<file path="config.mk">
export PLATFORM = sky130hd
export DESIGN_NAME = cpu_sequencer_flat
export DESIGN_NICKNAME = d
export VERILOG_FILES = /design/src/rtl/cpu_pkg.sv /design/src/rtl/cpu_sequencer_if.sv /design/src/rtl/cpu_seq_decode.sv /design/src/rtl/cpu_sequencer.sv /design/src/flat_wrapper.sv
export SDC_FILE = /design/constraint.sdc
export NUM_CORES = 1
export LEC_CHECK = 0
export ABC_AREA = 1
export CAP_MARGIN = 5
export CORE_AREA = 2 2 39 41
export DETAILED_ROUTE_END_ITERATION = 8
export DIE_AREA = 0 0 41 43
export GPL_TIMING_DRIVEN = 0
export PLACE_DENSITY = 0.56
export SKIP_CTS_REPAIR_TIMING = 1
export SLEW_MARGIN = 10
export SYNTH_ARGS = -nofsm -noshare
export SYNTH_HDL_FRONTEND = slang
export SYNTH_SLANG_ARGS = --single-unit
</file>
<file path="constraint.sdc">
create_clock -name clk -period 2.3 [get_ports clk]
set_clock_uncertainty 0.2 [all_clocks]
set_input_delay 0.575 -clock clk [delete_from_list [all_inputs] [get_ports clk]]
set_output_delay 0.575 -clock clk [all_outputs]
set_load 0.1 [all_outputs]
</file>
<file path="src/rtl/cpu_pkg.sv">
// Shared definitions for the 8-bit RISC CPU: opcodes, sequencer state
// encoding, strobe bundle and the ALUOP membership test.
package cpu_pkg;

  localparam logic [2:0] OP_HLT = 3'd0;
  localparam logic [2:0] OP_SKZ = 3'd1;
  localparam logic [2:0] OP_ADD = 3'd2;
  localparam logic [2:0] OP_AND = 3'd3;
  localparam logic [2:0] OP_XOR = 3'd4;
  localparam logic [2:0] OP_LDA = 3'd5;
  localparam logic [2:0] OP_STO = 3'd6;
  localparam logic [2:0] OP_JMP = 3'd7;

  typedef enum logic [3:0] {
    ST_INST_ADDR  = 4'd0,
    ST_INST_FETCH = 4'd1,
    ST_INST_LOAD  = 4'd2,
    ST_IDLE       = 4'd3,
    ST_OP_ADDR    = 4'd4,
    ST_OP_FETCH   = 4'd5,
    ST_ALU_OP     = 4'd6,
    ST_STORE      = 4'd7,
    ST_HALTED     = 4'd8
  } state_e;

  typedef struct packed {
    logic sel;
    logic rd;
    logic wr;
    logic ld_ir;
    logic inc_pc;
    logic ld_pc;
    logic ld_ac;
    logic data_e;
    logic halt;
  } strobe_t;

  // Instructions whose result comes back through the accumulator.
  function automatic logic is_aluop(input logic [2:0] op);
    return (op == OP_ADD) || (op == OP_AND) || (op == OP_XOR) || (op == OP_LDA);
  endfunction

endpackage

</file>
<file path="src/rtl/cpu_sequencer_if.sv">
// Sequencer <-> datapath signal bundle. The step input exists only when
// CPU_SEQ_STEP_EN is defined.
interface cpu_sequencer_if;
  logic [2:0] opcode;
  logic       zero;
`ifdef CPU_SEQ_STEP_EN
  logic       step;
`endif
  logic sel, rd, wr, ld_ir, inc_pc, ld_pc, ld_ac, data_e, halt;

`ifdef CPU_SEQ_STEP_EN
  modport master (input opcode, zero, step,
                  output sel, rd, wr, ld_ir, inc_pc, ld_pc, ld_ac, data_e, halt);
  modport slave  (output opcode, zero, step,
                  input sel, rd, wr, ld_ir, inc_pc, ld_pc, ld_ac, data_e, halt);
`else
  modport master (input opcode, zero,
                  output sel, rd, wr, ld_ir, inc_pc, ld_pc, ld_ac, data_e, halt);
  modport slave  (output opcode, zero,
                  input sel, rd, wr, ld_ir, inc_pc, ld_pc, ld_ac, data_e, halt);
`endif
endinterface

</file>
<file path="src/rtl/cpu_seq_decode.sv">
// Purely combinational state/opcode/zero -> datapath strobe decode.
module cpu_seq_decode
  import cpu_pkg::*;
(
  input  state_e     state,
  input  logic [2:0] opcode,
  input  logic       zero,
  output strobe_t    strb
);

  logic aluop;
  assign aluop = is_aluop(opcode);

  always_comb begin
    strb = '0;
    unique case (state)
      ST_INST_ADDR:  strb.sel = 1'b1;
      ST_INST_FETCH: begin strb.sel = 1'b1; strb.rd = 1'b1; end
      ST_INST_LOAD,
      ST_IDLE: begin
        strb.sel   = 1'b1;
        strb.rd    = 1'b1;
        strb.ld_ir = 1'b1;
      end
      ST_OP_ADDR: begin
        strb.inc_pc = 1'b1;
        strb.halt   = (opcode == OP_HLT);
      end
      ST_OP_FETCH: strb.rd = aluop;
      ST_ALU_OP: begin
        strb.rd     = aluop;
        strb.inc_pc = (opcode == OP_SKZ) && zero;
        strb.ld_pc  = (opcode == OP_JMP);
        strb.data_e = (opcode == OP_STO);
      end
      // wr only ever coincides with data_e, and never with rd (STO is not an ALUOP)
      ST_STORE: begin
        strb.rd     = aluop;
        strb.ld_ac  = aluop;
        strb.ld_pc  = (opcode == OP_JMP);
        strb.wr     = (opcode == OP_STO);
        strb.data_e = (opcode == OP_STO);
      end
      ST_HALTED: strb.halt = 1'b1;
      default: strb = '0;
    endcase
  end

endmodule

</file>
<file path="src/rtl/cpu_sequencer.sv">
// Eight-phase instruction sequencer: state register + next-state logic.
// Optional single-step hold in INST_ADDR under CPU_SEQ_STEP_EN.
module cpu_sequencer
  import cpu_pkg::*;
#(
  parameter int OP_WIDTH = 3
) (
  input logic             clk,
  input logic             rst,
  cpu_sequencer_if.master bus
);

  state_e                state_q, state_d;
  strobe_t               strb;
  logic [OP_WIDTH-1:0]   opcode;

  assign opcode = bus.opcode;

  always_comb begin
    state_d = state_q;
    unique case (state_q)
`ifdef CPU_SEQ_STEP_EN
      ST_INST_ADDR:  state_d = bus.step ? ST_INST_FETCH : ST_INST_ADDR;
`else
      ST_INST_ADDR:  state_d = ST_INST_FETCH;
`endif
      ST_INST_FETCH: state_d = ST_INST_LOAD;
      ST_INST_LOAD:  state_d = ST_IDLE;
      ST_IDLE:       state_d = ST_OP_ADDR;
      ST_OP_ADDR:    state_d = (opcode == OP_HLT) ? ST_HALTED : ST_OP_FETCH;
      ST_OP_FETCH:   state_d = ST_ALU_OP;
      ST_ALU_OP:     state_d = ST_STORE;
      ST_STORE:      state_d = ST_INST_ADDR;
      ST_HALTED:     state_d = ST_HALTED;
      default:       state_d = ST_INST_ADDR;
    endcase
  end

  always_ff @(posedge clk) begin
    if (rst) state_q <= ST_INST_ADDR;
    else     state_q <= state_d;
  end

  cpu_seq_decode u_decode (
    .state  (state_q),
    .opcode (opcode),
    .zero   (bus.zero),
    .strb   (strb)
  );

  assign bus.sel    = strb.sel;
  assign bus.rd     = strb.rd;
  assign bus.wr     = strb.wr;
  assign bus.ld_ir  = strb.ld_ir;
  assign bus.inc_pc = strb.inc_pc;
  assign bus.ld_pc  = strb.ld_pc;
  assign bus.ld_ac  = strb.ld_ac;
  assign bus.data_e = strb.data_e;
  assign bus.halt   = strb.halt;

endmodule
</file>
<file path="src/flat_wrapper.sv">
// flat-port wrapper written by rule: the top's interface ports become plain ports
module cpu_sequencer_flat import cpu_pkg::*;
#(
  parameter int OP_WIDTH = 3
)
  (clk, rst, bus_opcode, bus_zero, bus_sel, bus_rd, bus_wr, bus_ld_ir, bus_inc_pc, bus_ld_pc, bus_ld_ac, bus_data_e, bus_halt);
  cpu_sequencer_if bus_i ();
  input logic clk;
  input logic rst;
  input wire logic [$bits(bus_i.opcode)-1:0] bus_opcode;
  input wire logic [$bits(bus_i.zero)-1:0] bus_zero;
  output wire logic [$bits(bus_i.sel)-1:0] bus_sel;
  output wire logic [$bits(bus_i.rd)-1:0] bus_rd;
  output wire logic [$bits(bus_i.wr)-1:0] bus_wr;
  output wire logic [$bits(bus_i.ld_ir)-1:0] bus_ld_ir;
  output wire logic [$bits(bus_i.inc_pc)-1:0] bus_inc_pc;
  output wire logic [$bits(bus_i.ld_pc)-1:0] bus_ld_pc;
  output wire logic [$bits(bus_i.ld_ac)-1:0] bus_ld_ac;
  output wire logic [$bits(bus_i.data_e)-1:0] bus_data_e;
  output wire logic [$bits(bus_i.halt)-1:0] bus_halt;
  assign bus_i.opcode = bus_opcode;
  assign bus_i.zero = bus_zero;
  assign bus_sel = bus_i.sel;
  assign bus_rd = bus_i.rd;
  assign bus_wr = bus_i.wr;
  assign bus_ld_ir = bus_i.ld_ir;
  assign bus_inc_pc = bus_i.inc_pc;
  assign bus_ld_pc = bus_i.ld_pc;
  assign bus_ld_ac = bus_i.ld_ac;
  assign bus_data_e = bus_i.data_e;
  assign bus_halt = bus_i.halt;
  cpu_sequencer #(.OP_WIDTH(OP_WIDTH)) u_core (.clk(clk), .rst(rst), .bus(bus_i));
endmodule
</file>
# Word level (Yosys, flattened, before mapping)
# Cells that the tools add are included.
# op_classes
muxes,11
n_reduce_logical,11
n_eq_ne,15
# op_table
operator,n
one-hot mux 4 bit (8 select lines),1
equality test 4 x 3 -> 1 bit (second input constant),4
equality test 3 bit (second input constant),4
equality test 4 x 2 -> 1 bit (second input constant),2
equality test 3 x 2 -> 1 bit (second input constant),2
2-to-1 mux 1 bit,6
one-hot mux 1 bit (2 select lines),3
OR reduction 3 bit,2
equality test 4 x 1 -> 1 bit (second input constant),1
equality test 4 bit (second input constant),1
zero test 4 bit,1
2-to-1 mux 4 bit,1
OR reduction 2 bit,2
OR reduction 4 bit,1
equality test 3 x 1 -> 1 bit (second input constant),1
zero test 3 bit,1
logical OR 1 bit,3
logical AND 1 bit,1
# totals
regBits,4
in_bits,6
out_inout_bits,9
elab_cells,38

# Logic depth before layout (Yosys ltp)
# Gate-level depths: netlist of run 1.
# depth
word_depth,5
mapped_depth,6
ltp_nobuf,6

# Cells and area by module
# Synthesis of run 1 repeated with hierarchy kept, for this count alone.
# hier_totals
cells_unflattened,69
hier_area_um2,355.3
# modules_own_cells
mod,n_inst,seq_area_each_um2,cells_each,area_per_inst_um2
cpu_sequencer,1,80.1,31,203.9
cpu_seq_decode,1,0.0,38,151.4

# Worst setup path before layout of run 1
# OpenSTA, ideal clock, no wires.
# synth_timing
path_kind,input port to output port
startpoint,in bus_opcode[0]
endpoint,out bus_data_e
arrival_time_ps,2035
stages,3
setup_slack_ps,-510
path_buffers,0
t_required_ps,1525
path_cell_list,inv_1 -> nand3_1 -> nor2_1
# synth_via
elab_chain_len,2
# synth_rtl
item,line_no,rtl
"start, declared",flat_wrapper.sv:10,input wire logic [$bits(bus_i.opcode)-1:0] bus_opcode;
equality test 3 bit,"cpu_seq_decode.sv:34, cpu_seq_decode.sv:42",
2-to-1 mux 1 bit,--,
"end, declared",flat_wrapper.sv:19,output wire logic [$bits(bus_i.data_e)-1:0] bus_data_e;
# Every way passes these cells.

# Worst setup path after layout of run 1
# layout_timing
startpoint,in bus_zero
endpoint,out bus_inc_pc
# layout_via
elab_chain_len,2
# layout_rtl
item,line_no,rtl
"start, declared",flat_wrapper.sv:11,input wire logic [$bits(bus_i.zero)-1:0] bus_zero;
logical AND 1 bit,cpu_seq_decode.sv:32,strb.inc_pc = (opcode == OP_SKZ) && zero;
one-hot mux 1 bit (2 select lines),cpu_seq_decode.sv:16,unique case (state)
"end, declared",flat_wrapper.sv:16,output wire logic [$bits(bus_i.inc_pc)-1:0] bus_inc_pc;
# Every way passes these cells.

==> impl_results.md, run 1 <==
* Port buffer count at 14
* Least-Margin Pin Slew at 0.539 ns
* Top Ports at 15
* Post-DP HPWL at between 600 and 700 µm
* N_diodes at 0
* Area grow syn2layout at 65.1%
* Layout cells sized above 1 at 0.452
* Crit path max fanout at 1
* Type of origin of the critical path: input pin
* Footprint of the multi-input gates at between 200 and 250 µm²
* Vert. Die Dim at around 43 µm
* Max-slew headroom at 0.642
* Final WL at just over 700 µm
* Met1 Use GR at 0.152
* Vias in the first global route at 342
* Die area at between 1500 and 2000 µm²
* First-pass GRT wire length at 1370 µm
* Max FFs per register at 4
* Met2 Use GR at 0.153
* Via-to-Cell Ratio at 4.18
* Critical path class: in2out
* Synth top area share at 0.238
* Clock sinks at 4
* Clock buffer depth at 2
* Critical path capture point type: primary output
* Cell variety after synth at 15
* Count leader, synth: nand2_1
* Layout Nets at 81
* Outcome: finished, final reports clean
* Avg Inst Size Synth at 6.01 µm²
* Iter 0 DRT Violations at 9
* Reg clk slew, reported paths at about 0.040 ns
* Leakage at about 0.3 nW
* CTS buffer count at 3
* Post-synth top area cell: dfxtp_1
* Initial antenna violation count at 0
* Mapped cell area at around 340 µm²
* Overall Power at 0.315 mW
* Final period utilization at 0.971
* RSZ-0062 raised after global routing: false
* H-tree Lvls at 1
* Syn_nets at 62
* CTS tree: built
* Sequential element share of the synthesized area at 0.238
* Starting Density at 0.243
* Commonest cells post-synth: 14 x nand2_1, 9 x nor2_1, 8 x inv_1
* FP Rows at 14
* Hold WC Path Type: reg2reg
* Gr busiest metal: met2
* Filler cell count at 155
* Maxcap violations at 0
* Maximum vdd ir drop at between 0.2 and 0.3 mV
* Pin count of the biggest net entering global routing at 6
* FMAX at 448 MHz
* GPL Wtd Cong at about 0.70
* Final Hold Vio Count at 0
* Synth top area cells: dfxtp_1 24%, nand2_1 16%, nor2_1 10%
* WHS at 0.270 ns
* Final setup fails at 0
* Synth Register Bits at 4
* Post-DR wirelength/cell at 8.16 µm
* Fraction of registers with async set or reset after synthesis at 0
* Worst-Skew Late Latency at between 0.2 and 0.25 ns
* Met3 usage at 0.0785
* Antenna viol nets, final at 0
* Pwr Density at between 500 and 600 nW/µm²
* Post-route minimum period at about 2.2 ns
* Drt drc at 0
* Worst Path Required at roughly 1.5 ns
* Critical Path AT at 1.46 ns
* Largest regs: u_core.state_q (4)
* Core area at around 1400 µm²
* GRT Overall Usage at 0.115
* Ys flop type: dfxtp_1
* Post-synth EDFFs at 0
* Final Slew Violations at 0
* Biggest register: u_core.state_q
* Die Wd at 41 µm
* Global route overflow at 0
* Syn Inst Count at between 50 and 60
* DRT Pass-1 Iters at 3
* R2r setup slk at around 1.1 ns
* Synth Warn # at 0
* CTS root buf: clkbuf_4
* Vias at between 300 and 400
* Register area at around 80 µm²
-- path summary, 6_finish.rpt --
path,depth (start not counted),to,start
min reg2reg,1,u_core.state_q[1]$_SDFF_PP0_,u_core.state_q[3]$_SDFF_PP0_
max,4,bus_inc_pc,bus_zero
max reg2reg,5,u_core.state_q[0]$_SDFF_PP0_,u_core.state_q[2]$_SDFF_PP0_
min,1,u_core.state_q[1]$_SDFF_PP0_,u_core.state_q[3]$_SDFF_PP0_
-- cell usage in the layout (no fill, tap or decap) --
cell,n
nand2_1,12
inv_1,7
inv_2,6
clkbuf_4,6
nand2_2,5
nor2_1,5
nand3_1,4
dfxtp_1,4
nor2_2,3
dlymetal6s2s_1,3
nor2_4,2
a21oi_2,2
clkdlybuf4s50_1,2
clkbuf_2,2
buf_12,2
buf_4,2
nand2_4,1
nand4_1,1
nor2_8,1
nor3_4,1
a21oi_1,1
nor4_1,1
-- power breakdown --
| part | switching [mW] | internal, mW | leakage (nW) | total [mW] |
|---|---|---|---|---|
| registers | 0.00697 | 0.0754 | 0.0329 | 0.0824 |
| clock network | 0.0322 | 0.0586 | 0.0138 | 0.0908 |
| logic | 0.101 | 0.0408 | 0.245 | 0.142 |
| total | 0.140 | 0.175 | 0.292 | 0.315 |
-- cells by family after synthesis --
group                  count (synthesis)  synth area share
buffers and inverters                 13             0.145
AOI/OAI and AO/OA                      3            0.0669
and+or+nand+nor                       36             0.550
DFF                                    4             0.238
-- critical path, stage by stage --
cell and delay [ns]:
clkdlybuf4s50_1 0.45, nand4_1 0.08, nand2_1 0.07, buf_4 0.28
-- layout make-up --
class                   instances  area share
clock buffers                   3      0.0405
inverters                      13      0.0878
multi-input cells              39       0.430
repair buffers                 14       0.261
flip-flops and latches          4       0.144
well taps                      16      0.0360
-- per-layer routing --
layer	part of all wire	vias to the layer above	routed length, µm
li1	-	204	-
met1	0.44	156	318
met4	0	0	0
met2	0.48	12	349
met3	0.081	0	59
met5	0	-	0
-- metrics by stage --
step           instances  cell area (µm²)  TNS, ns  setup slack, ns   util
3_5_place_dp          86              526    -7.87            -1.12  0.380
2_1_floorplan         56              365   -0.165           -0.165      -
3_3_place_gp          86              526    -7.81            -1.11  0.380
6_report              89              556        0           0.0665  0.401
5_1_grt               89              556        0          0.00209  0.401
4_1_cts               89              548    -8.40            -1.12  0.396
Note: power is estimated with default switching activity, not from simulation.
==> run 2, diff against run 1 <==
CTS_BUF_LIST = sky130_fd_sc_hd__clkbuf_4   (was not set)
DONT_BUFFER_PORTS = 1   (was not set)
PLACE_DENSITY = 0.42   (was 0.56)
==> impl_results.md, run 2 (synthesized netlist as in run 1, its figures left out) <==
* Critical path endpoint: bus_ld_pc
* GRT Overall Usage at 0.103
* First-pass GRT wire length at 1170 µm
* Clock sinks at 4
* Maxcap violations at 0
* Die Wd at approximately 40 µm
* N_diodes at 0
* Pwr Density at 619 nW/µm²
* Post-route insts no fill at approximately 80
* Critical path class: reg2out
* Final setup fails at 1
* Violated checks: negative setup slack
* FMAX at about 420 MHz
* Die area at 1760 µm²
* Drt drc at 0
* RSZ-0062 raised after global routing: true
* Least-Margin Pin Slew at slightly below 1 ns
* Cells on worst reg2reg path at 5
* Reg2reg end: u_core.state_q[2]$_SDFF_PP0_
* H-tree Lvls at 1
* DRT Pass-1 Iters at 4
* Type of origin of the critical path: register
* Max FFs per register at 4
* Footprint of the multi-input gates at ~270 µm²
* GPL Wtd Cong at about 0.65
* Final Slew Violations at 0
* Final Hold Vio Count at 0
* RR Startpoint: u_core.state_q[3]$_SDFF_PP0_
* Starting Density at 0.243
* CP max stage delay at 0.79 ns
* Worst-Skew Late Latency at 0.24 ns
* CTS tree: built
* Critical-path top delay cell: nor3_4
* Crit path cell chain: inv_2 -> nand2_4 -> inv_4 -> nand2_4 -> nor3_4
* WHS at 0.192 ns
* CP Depth at 5
* Filler cell count at 147
* Antenna viol nets, final at 0
* Reg clk slew, reported paths at roughly 0.03 ns
* Hold WC Path Type: in2reg
* Commonest non-fill, non-tap cell in the layout: nand2_1
* Setup crit start: u_core.state_q[3]$_SDFF_PP0_
* FP Rows at 14
* Iter 0 DRT Violations at 8
* Final period utilization at 1.04
* Vias at 342
* Via-to-Cell Ratio at around 4.3
* Port buffer count at 0
* Global route overflow at 0
* Critical path capture point type: primary output
* Vias in the first global route at ~280
* Outcome: complete, but fails checks
* Core area at 1380 µm²
* Top Ports at 15
* Final WL at 775 µm
* Critical Path AT at between 1.5 and 2 ns
* Worst Path Required at around 1.5 ns
* Post-DR wirelength/cell at approximately 9.8 µm
* CTS root buf: clkbuf_4
* R2r setup slk at between 0.5 and 0.6 ns
* Total placed cells including tap cells at 72
* Biggest register: u_core.state_q
* Final cell utilization of the core at 0.345
* Area grow syn2layout at 42.0%
* Post-route minimum period at about 2.4 ns
* Layout cells sized above 1 at 0.540
* Most used cell, CP: nand2_4
* Most frequent cells in the layout: 10 x nand2_1, 7 x inv_1, 5 x nand2_2
* Max-slew headroom at 0.344
* Setup slack after placement at -0.225 ns
* Initial antenna violation count at 0
* Layout Nets at 71
* Pin count of the biggest net entering global routing at 6
* Maximum vdd ir drop at 0.222 mV
* Post-DP HPWL at 617 µm
* Register area at roughly 84 µm²
* Clock buffer depth at 2
* Crit-path leading delay family: simple AND/OR/NAND/NOR gates
* Setup TNS Final at -0.0831 ns
* Worst path bufs/invs at 2
* Worst setup margin at -0.0831 ns
* Crit path max fanout at 3
* Vert. Die Dim at ~43 µm
* Largest regs: u_core.state_q (4)
* Leakage at about 0.22 nW
* CTS buffer count at 3
[run 2: cell count changes in the layout (fill, tap and decap cells not counted), moves of 3 or more]
cell	change
dfxtp_2	+3
clkbuf_4	-3
dlymetal6s2s_1	-3
dfxtp_1	-3
[run 2: final cells by class]
class | count | share of cell area
Tap cell | 16 | 0.0419
Multi-Input combinational cell | 39 | 0.558
Timing Repair Buffer | 4 | 0.0628
Clock buffer | 3 | 0.0471
Sequential cell | 4 | 0.175
Inverter | 13 | 0.115
[run 2: per-stage QoR]
step           cell area [µm²]  total power [mW]
3_5_place_dp               385             0.196
3_3_place_gp               385             0.196
2_1_floorplan              365             0.188
6_report                   478             0.296
5_1_grt                    478             0.315
4_1_cts                    408             0.285
[run 2: worst min-delay path by stage]
stage	slack (ns)	endpoint	cells past startpoint	from
global placement	0.27	u_core.state_q[1]$_SDFF_PP0_	1	u_core.state_q[3]$_SDFF_PP0_
floorplan	0.24	u_core.state_q[1]$_SDFF_PP0_	1	u_core.state_q[3]$_SDFF_PP0_
CTS	0.19	u_core.state_q[0]$_SDFF_PP0_	1	rst
detailed placement	0.26	u_core.state_q[1]$_SDFF_PP0_	1	u_core.state_q[3]$_SDFF_PP0_
global route	0.18	u_core.state_q[3]$_SDFF_PP0_	1	rst
finish	0.19	u_core.state_q[3]$_SDFF_PP0_	1	rst
[run 2: layer usage]
metal	GRT usage	vias up	wire length, µm
met5	0	-	0
met2	0.134	10	410
li1	-	183	-
met1	0.133	149	309
met3	0.0785	0	55
met4	0.0200	0	0
[run 2: report_power, final]
part | internal (mW) | switching, mW | total, mW
combinational | 0.0236 | 0.101 | 0.125
sequential | 0.0763 | 0.00825 | 0.0845
clock | 0.0583 | 0.0285 | 0.0868
